`src/rtl/servo_pkg.sv`:
```
// Shared mode and direction encodings for the servo sweep PWM block.
package servo_pkg;

   localparam logic [1:0] MODE_HOLD   = 2'd0;
   localparam logic [1:0] MODE_WRAP   = 2'd1;
   localparam logic [1:0] MODE_PING   = 2'd2;
   localparam logic [1:0] MODE_DIRECT = 2'd3;

   typedef enum logic {
      DIR_UP   = 1'b0,
      DIR_DOWN = 1'b1
   } dir_t;

endpackage

```
`src/rtl/servo_pwm_channel.sv`:
```
// One servo channel: position/direction sweep state, latched pulse width and registered pwm.
module servo_pwm_channel
   import servo_pkg::*;
#(
   parameter int unsigned POS_W         = 8,
   parameter int unsigned CW            = 21,
   parameter int unsigned PULSE_MIN_CYC = 50_000,
   parameter int unsigned PULSE_LSB_CYC = 784
) (
   input  logic             clk,
   input  logic             reset_p,
   input  logic [CW-1:0]    frame_cnt,
   input  logic             frame_end,
   input  logic             step,
   input  logic             en,
   input  logic [1:0]       mode,
   input  logic [POS_W-1:0] lo,
   input  logic [POS_W-1:0] hi,
   output logic             pwm,
   output logic [POS_W-1:0] pos
);

   logic [POS_W-1:0] pos_q, pos_d;
   dir_t             dir_q, dir_d;
   logic [CW-1:0]    width_q, width_d;
   logic             en_q, en_d;
   logic             pwm_q, pwm_d;

   always_comb begin
      pos_d = pos_q;
      dir_d = dir_q;
      if (frame_end) begin
         if (mode == MODE_DIRECT) begin
            pos_d = lo;
         end else if (step && (mode == MODE_WRAP || mode == MODE_PING)) begin
            if (pos_q < lo || pos_q > hi) begin
               pos_d = lo;
               dir_d = DIR_UP;
            end else if (lo >= hi) begin
               pos_d = lo;
            end else if (mode == MODE_WRAP) begin
               pos_d = (pos_q >= hi) ? lo : pos_q + POS_W'(1);
            end else if (dir_q == DIR_UP) begin
               // lo < hi and pos in range here, so +/-1 can never wrap
               if (pos_q >= hi) begin
                  dir_d = DIR_DOWN;
                  pos_d = pos_q - POS_W'(1);
               end else begin
                  pos_d = pos_q + POS_W'(1);
               end
            end else begin
               if (pos_q <= lo) begin
                  dir_d = DIR_UP;
                  pos_d = pos_q + POS_W'(1);
               end else begin
                  pos_d = pos_q - POS_W'(1);
               end
            end
         end
      end
   end

   always_comb begin
      width_d = width_q;
      en_d    = en_q;
      if (frame_end) begin
         width_d = CW'(64'(PULSE_MIN_CYC) + 64'(pos_d) * 64'(PULSE_LSB_CYC));
         en_d    = en;
      end
      pwm_d = en_d && (frame_cnt < width_d);
   end

   always_ff @(posedge clk or posedge reset_p) begin
      if (reset_p) begin
         pos_q   <= '0;
         dir_q   <= DIR_UP;
         width_q <= '0;
         en_q    <= 1'b0;
         pwm_q   <= 1'b0;
      end else begin
         pos_q   <= pos_d;
         dir_q   <= dir_d;
         width_q <= width_d;
         en_q    <= en_d;
         pwm_q   <= pwm_d;
      end
   end

   assign pwm = pwm_q;
   assign pos = pos_q;

endmodule

```
`src/rtl/servo_sweep_pwm.sv`:
```
// Multi-channel servo PWM: shared frame/step counters, input synchronisers and per-channel sweepers.
module servo_sweep_pwm
   import servo_pkg::*;
#(
   parameter int unsigned NCH           = 2,
   parameter int unsigned POS_W         = 8,
   parameter int unsigned PERIOD_CYC    = 2_000_000,
   parameter int unsigned PULSE_MIN_CYC = 50_000,
   parameter int unsigned PULSE_LSB_CYC = 784,
   parameter int unsigned STEP_FRAMES   = 4
) (
   input  logic                 clk,
   input  logic                 reset_p,
   input  logic [NCH-1:0]       en,
   input  logic [2*NCH-1:0]     mode,
   input  logic [POS_W*NCH-1:0] lo,
   input  logic [POS_W*NCH-1:0] hi,
   output logic [NCH-1:0]       pwm,
   output logic [POS_W*NCH-1:0] pos,
   output logic                 frame_start
);

   localparam int unsigned CW     = (PERIOD_CYC > 1) ? $clog2(PERIOD_CYC) : 1;
   localparam int unsigned SW     = (STEP_FRAMES > 1) ? $clog2(STEP_FRAMES) : 1;
   localparam int unsigned SYNC_W = NCH * (3 + 2 * POS_W);
   localparam longint unsigned MAX_WIDTH =
      64'(PULSE_MIN_CYC) + ((64'd1 << POS_W) - 64'd1) * 64'(PULSE_LSB_CYC);

   if (MAX_WIDTH >= 64'(PERIOD_CYC)) begin : g_bad_width
      $error("servo_sweep_pwm: longest pulse does not fit in the frame");
   end
   if (STEP_FRAMES < 1) begin : g_bad_step
      $error("servo_sweep_pwm: STEP_FRAMES must be at least 1");
   end

   logic [SYNC_W-1:0]    sync1_q, sync2_q;
   logic [NCH-1:0]       en_s;
   logic [2*NCH-1:0]     mode_s;
   logic [POS_W*NCH-1:0] lo_s, hi_s;

   logic [CW-1:0] frame_cnt_q, frame_cnt_d;
   logic [SW-1:0] step_cnt_q, step_cnt_d;
   logic          frame_start_q;
   logic          frame_end, step;

   assign {en_s, mode_s, lo_s, hi_s} = sync2_q;

   always_comb begin
      frame_end   = (frame_cnt_q == CW'(PERIOD_CYC - 1));
      step        = (step_cnt_q == SW'(STEP_FRAMES - 1));
      frame_cnt_d = frame_end ? '0 : frame_cnt_q + CW'(1);
      step_cnt_d  = step_cnt_q;
      if (frame_end) begin
         step_cnt_d = step ? '0 : step_cnt_q + SW'(1);
      end
   end

   always_ff @(posedge clk or posedge reset_p) begin
      if (reset_p) begin
         sync1_q       <= '0;
         sync2_q       <= '0;
         frame_cnt_q   <= '0;
         step_cnt_q    <= '0;
         frame_start_q <= 1'b0;
      end else begin
         sync1_q       <= {en, mode, lo, hi};
         sync2_q       <= sync1_q;
         frame_cnt_q   <= frame_cnt_d;
         step_cnt_q    <= step_cnt_d;
         frame_start_q <= frame_end;
      end
   end

   assign frame_start = frame_start_q;

   // Channels get the next count so their registered pwm lines up with frame_cnt.
   for (genvar i = 0; i < NCH; i++) begin : g_ch
      servo_pwm_channel #(
         .POS_W         (POS_W),
         .CW            (CW),
         .PULSE_MIN_CYC (PULSE_MIN_CYC),
         .PULSE_LSB_CYC (PULSE_LSB_CYC)
      ) u_ch (
         .clk       (clk),
         .reset_p   (reset_p),
         .frame_cnt (frame_cnt_d),
         .frame_end (frame_end),
         .step      (step),
         .en        (en_s[i]),
         .mode      (mode_s[2*i +: 2]),
         .lo        (lo_s[POS_W*i +: POS_W]),
         .hi        (hi_s[POS_W*i +: POS_W]),
         .pwm       (pwm[i]),
         .pos       (pos[POS_W*i +: POS_W])
      );
   end

endmodule

```
`config.mk`:
```
export PLATFORM = sky130hd
export DESIGN_NAME = servo_sweep_pwm
export DESIGN_NICKNAME = d
export VERILOG_FILES = /design/src/rtl/servo_pkg.sv /design/src/rtl/servo_pwm_channel.sv /design/src/rtl/servo_sweep_pwm.sv
export SDC_FILE = /design/constraint.sdc
export NUM_CORES = 1
export LEC_CHECK = 0
export ABC_AREA = 1
export CORE_ASPECT_RATIO = 1.4
export CORE_MARGIN = 5
export CORE_UTILIZATION = 55
export DETAILED_ROUTE_END_ITERATION = 7
export GPL_ROUTABILITY_DRIVEN = 0
export PLACE_DENSITY = 0.85
export SLEW_MARGIN = 20
export SYNTH_ARGS = -nofsm -noshare
export SYNTH_HDL_FRONTEND = slang
export SYNTH_SLANG_ARGS = --single-unit
```
`constraint.sdc`:
```
create_clock -name clk -period 19.4 [get_ports clk]
set_input_delay 5.82 -clock clk [delete_from_list [all_inputs] [get_ports clk]]
set_output_delay 5.82 -clock clk [all_outputs]
set_load 0.05 [all_outputs]
```
==> results.py <==
metrics = {
    "yosys": {
        "synth_cell_types": 52,
        "async_flop_share_pct": 100,
        "synth_most_common_cell": "nand2_1",
        "synth_edf_count": 0,
        "synth_top_area_cell": "dfrtp_1",
        "synth.ff_latch_count": 164,
        "synth_top_area_share_pct": 36.7,
        "synth_area_um2": 11200,
        "synth_ff_type": "dfrtp_1",
        "syn_avg_cell_area_um2": 8.26,
        "synth_fp_nets": 1558,
        "ys.warnings.count": 0,
        "synth_cells": 1353,
        "ys_top_cells_by_count": "291 x nand2_1, 201 x inv_1, 164 x dfrtp_1",
        "yosysSeqAreaShare_pct": 36.7,
        "synthTopCellsByArea": "dfrtp_1 37%, ha_1 18%, nand2_1 9.8%",
    },
    "setup_path": {
        "startpoint": "g_ch[0].u_ch.pos[2]$_DFF_PP0_",
        "crit_buf_inv": 1,
        "required_ps": 13580,
        "critPathSlowestCell": "clkdlybuf4s50_1",
        "reg2reg_depth": 41,
        "cp_top_family": "buffers and inverters",
        "cp-endpoint": "pos[2]",
        "end_kind": "primary output",
        "r2r_end": "g_ch[1].u_ch.pwm$_DFF_PP0_",
        "cp.arrival_ps": 1930,
        "crit_type": "flop to primary output",
        "slowest_delay_ps": 890,
        "reg2reg_from": "g_ch[1].u_ch.pos[0]$_DFF_PP0_",
        "r2r_slack_ps": 11880,
        "path_cells": "clkdlybuf4s50_1",
        "cp_num_cells": 1,
        "worst-path-max-fanout": 10,
        "crit_path_start_kind": "flop",
    },
    "placement": {
        "port_buffers": 58,
        "postPlaceCellArea_um2": 12000,
        "pre_cts_ws_ps": 11490,
        "post-place-cells": 1646,
        "detailedPlacementHpwl_um": 19400,
    },
    "global_routing": {
        "grt_pass1_vias": 9670,
        "antenna_found_initial": 0,
        "grt.total_usage_pct": 23.6,
        "grt_max_degree": 90,
        "grt_pass1_wl_um": 43700,
        "grt_overflow": 0,
    },
    "drt": {
        "drt-met1-wl_um": 9790,
        "top_layer_used": "met4",
        "routed_wl_um": 26100,
        "drt_iter0_drc": 610,
        "wl_per_cell_um": 15.6,
        "viasPerCell": 5.57,
        "num_vias": 9346,
        "routed-wl-met2_um": 13600,
        "post-route-drc-count": 0,
        "dr.pass1.iters": 7,
        "route.met3.wl_um": 1170,
        "ant_nets": 0,
    },
    "sta": {
        "finalWorstSetupSlack_ps": 11650,
        "fmax_ghz": 0.129,
        "finalCriticalPeriod_ps": 7750,
        "relSlewSlack_pct": 38.3,
        "skew_ps": 12.7,
        "hold_viol_final": 0,
        "tns_ps": 0,
        "slew_violations": 0,
        "setup_viol": 0,
        "tightest_slew_ps": 926,
        "rsz0062_at_grt": "no",
        "fin_hold_ws_ps": 345,
        "min_period_over_period_pct": 40.0,
    },
    "clock_network": {
        "cts-root-buf": "clkbuf_16",
        "ctsHtreeMaxLevel": 4,
        "clk_latency_ps": 440,
        "cts_resized": 0,
        "numClockSinks": 164,
        "cts_tree": "built",
        "cts.clk_slew.worst_paths_ps": 70,
        "cts_setup_buffers": 0,
        "cts.hold.buffers_added": 0,
        "clk_path_buf_depth": 2,
        "cts_made_buffers": 17,
    },
    "run": {
        "drv_cap": 0,
    },
    "finish": {
        "drive_gt1_share_pct": 7.99,
        "stdcell_count": 1678,
        "stdcell_area_um2": 12600,
        "fin_nets": 1618,
        "area_delta_synth_final_pct": 12.9,
        "insertedDiodeCount": 0,
    },
    "floorplanning": {
        "core_area_um2": 19900,
        "die_area_um2": 23300,
        "die_w_um": 130,
        "dieHeight_um": 179,
        "initial_core_util_pct": 56.1,
        "num_rows": 61,
        "boundaryPins": 59,
    },
    "power_and_ir_drop": {
        "ir_worst_vdd_mv": 0.0791,
        "leakagePower_uw": 0.00710,
        "powerDensity_nw_per_um2": 58.0,
    },
    "outcome": {
        "outcome": "complete, no violations",
    },
    "hold_path": {
        "whs_path_depth": 0,
        "hold_path_class": "flop to flop",
    },
}
-- area by class of cell --
class                      instances  area [µm²]
clock buffer                      17         425
inverter                         210         793
multi-input combinational        959        6190
timing repair buffer              61         603
fill                            1563        7310
tap                              252         315
sequential                       164        4100
clock inverter                    15         183
-- per-stage QoR --
stage	total power [µW]	utilization (%)
2_1_floorplan	380	-
3_3_place_gp	395	60.3
3_5_place_dp	397	60.3
4_1_cts	738	63.3
5_1_grt	756	63.3
6_report	731	63.3
-- state kept, by name, indices dropped and copies added, names as in the netlist --
register,count
frame_cnt_q,21
frame_start,1
g_ch.u_ch.dir_q,2
g_ch.u_ch.en_q,2
g_ch.u_ch.pos,16
g_ch.u_ch.pwm,2
g_ch.u_ch.width_q,42
step_cnt_q,2
sync1_q,38
sync2_q,38
-- cell families (layout without fill, tap and decap cells) --
| logic type | count (synthesis) | count (layout) | share of synthesized area [%] |
|---|---|---|---|
| and+or+nand+nor | 548 | 548 | 22.8 |
| AOI/OAI and AO/OA | 197 | 197 | 10.0 |
| adders and majority gates | 165 | 165 | 18.7 |
| buffers and inverters | 230 | 303 | 7.86 |
| xor gates and xnor gates | 49 | 49 | 3.84 |
| DFF | 164 | 164 | 36.7 |
-- routing by layer --
metal | track usage (%) | vias to the layer above
li1 | - | 4561
met1 | 24.4 | 4353
met2 | 42.9 | 304
met3 | 4.25 | 128
met4 | 14.9 | 0
met5 | 0 | -
-- cell usage in the layout, fill, tap and decap left out, drive strengths merged, types with 3 or more instances in the layout --
cell	n
o21a	4
nor4	4
a21o	3
nand3b	3
ha	161
clkbuf	17
nand2	318
nand4	26
clkdlybuf4s50	58
xor2	41
a31oi	3
o21bai	6
or2	22
nor2	71
buf	3
xnor2	8
nand3	76
and2	4
clkinv	6
nor3	21
o211ai	9
fa	4
a21oi	91
a22oi	8
dfrtp	164
o21ai	56
inv	218
a211oi	4
-- how the worst min path moves through the flow --
stage | start | to
2_1_floorplan | sync1_q[0]$_DFF_PP0_ | sync2_q[0]$_DFF_PP0_
3_3_place_gp | sync1_q[35]$_DFF_PP0_ | sync2_q[35]$_DFF_PP0_
3_5_place_dp | sync1_q[15]$_DFF_PP0_ | sync2_q[15]$_DFF_PP0_
4_1_cts | sync1_q[2]$_DFF_PP0_ | sync2_q[2]$_DFF_PP0_
5_1_grt | sync1_q[37]$_DFF_PP0_ | sync2_q[37]$_DFF_PP0_
6_report | sync1_q[2]$_DFF_PP0_ | sync2_q[2]$_DFF_PP0_
-- power breakdown --
| part | switching (µW) | internal [µW] |
|---|---|---|
| registers | 4.31 | 350 |
| clock network | 165 | 176 |
| logic | 22.0 | 14.3 |
(Power assumes the default switching activity.)
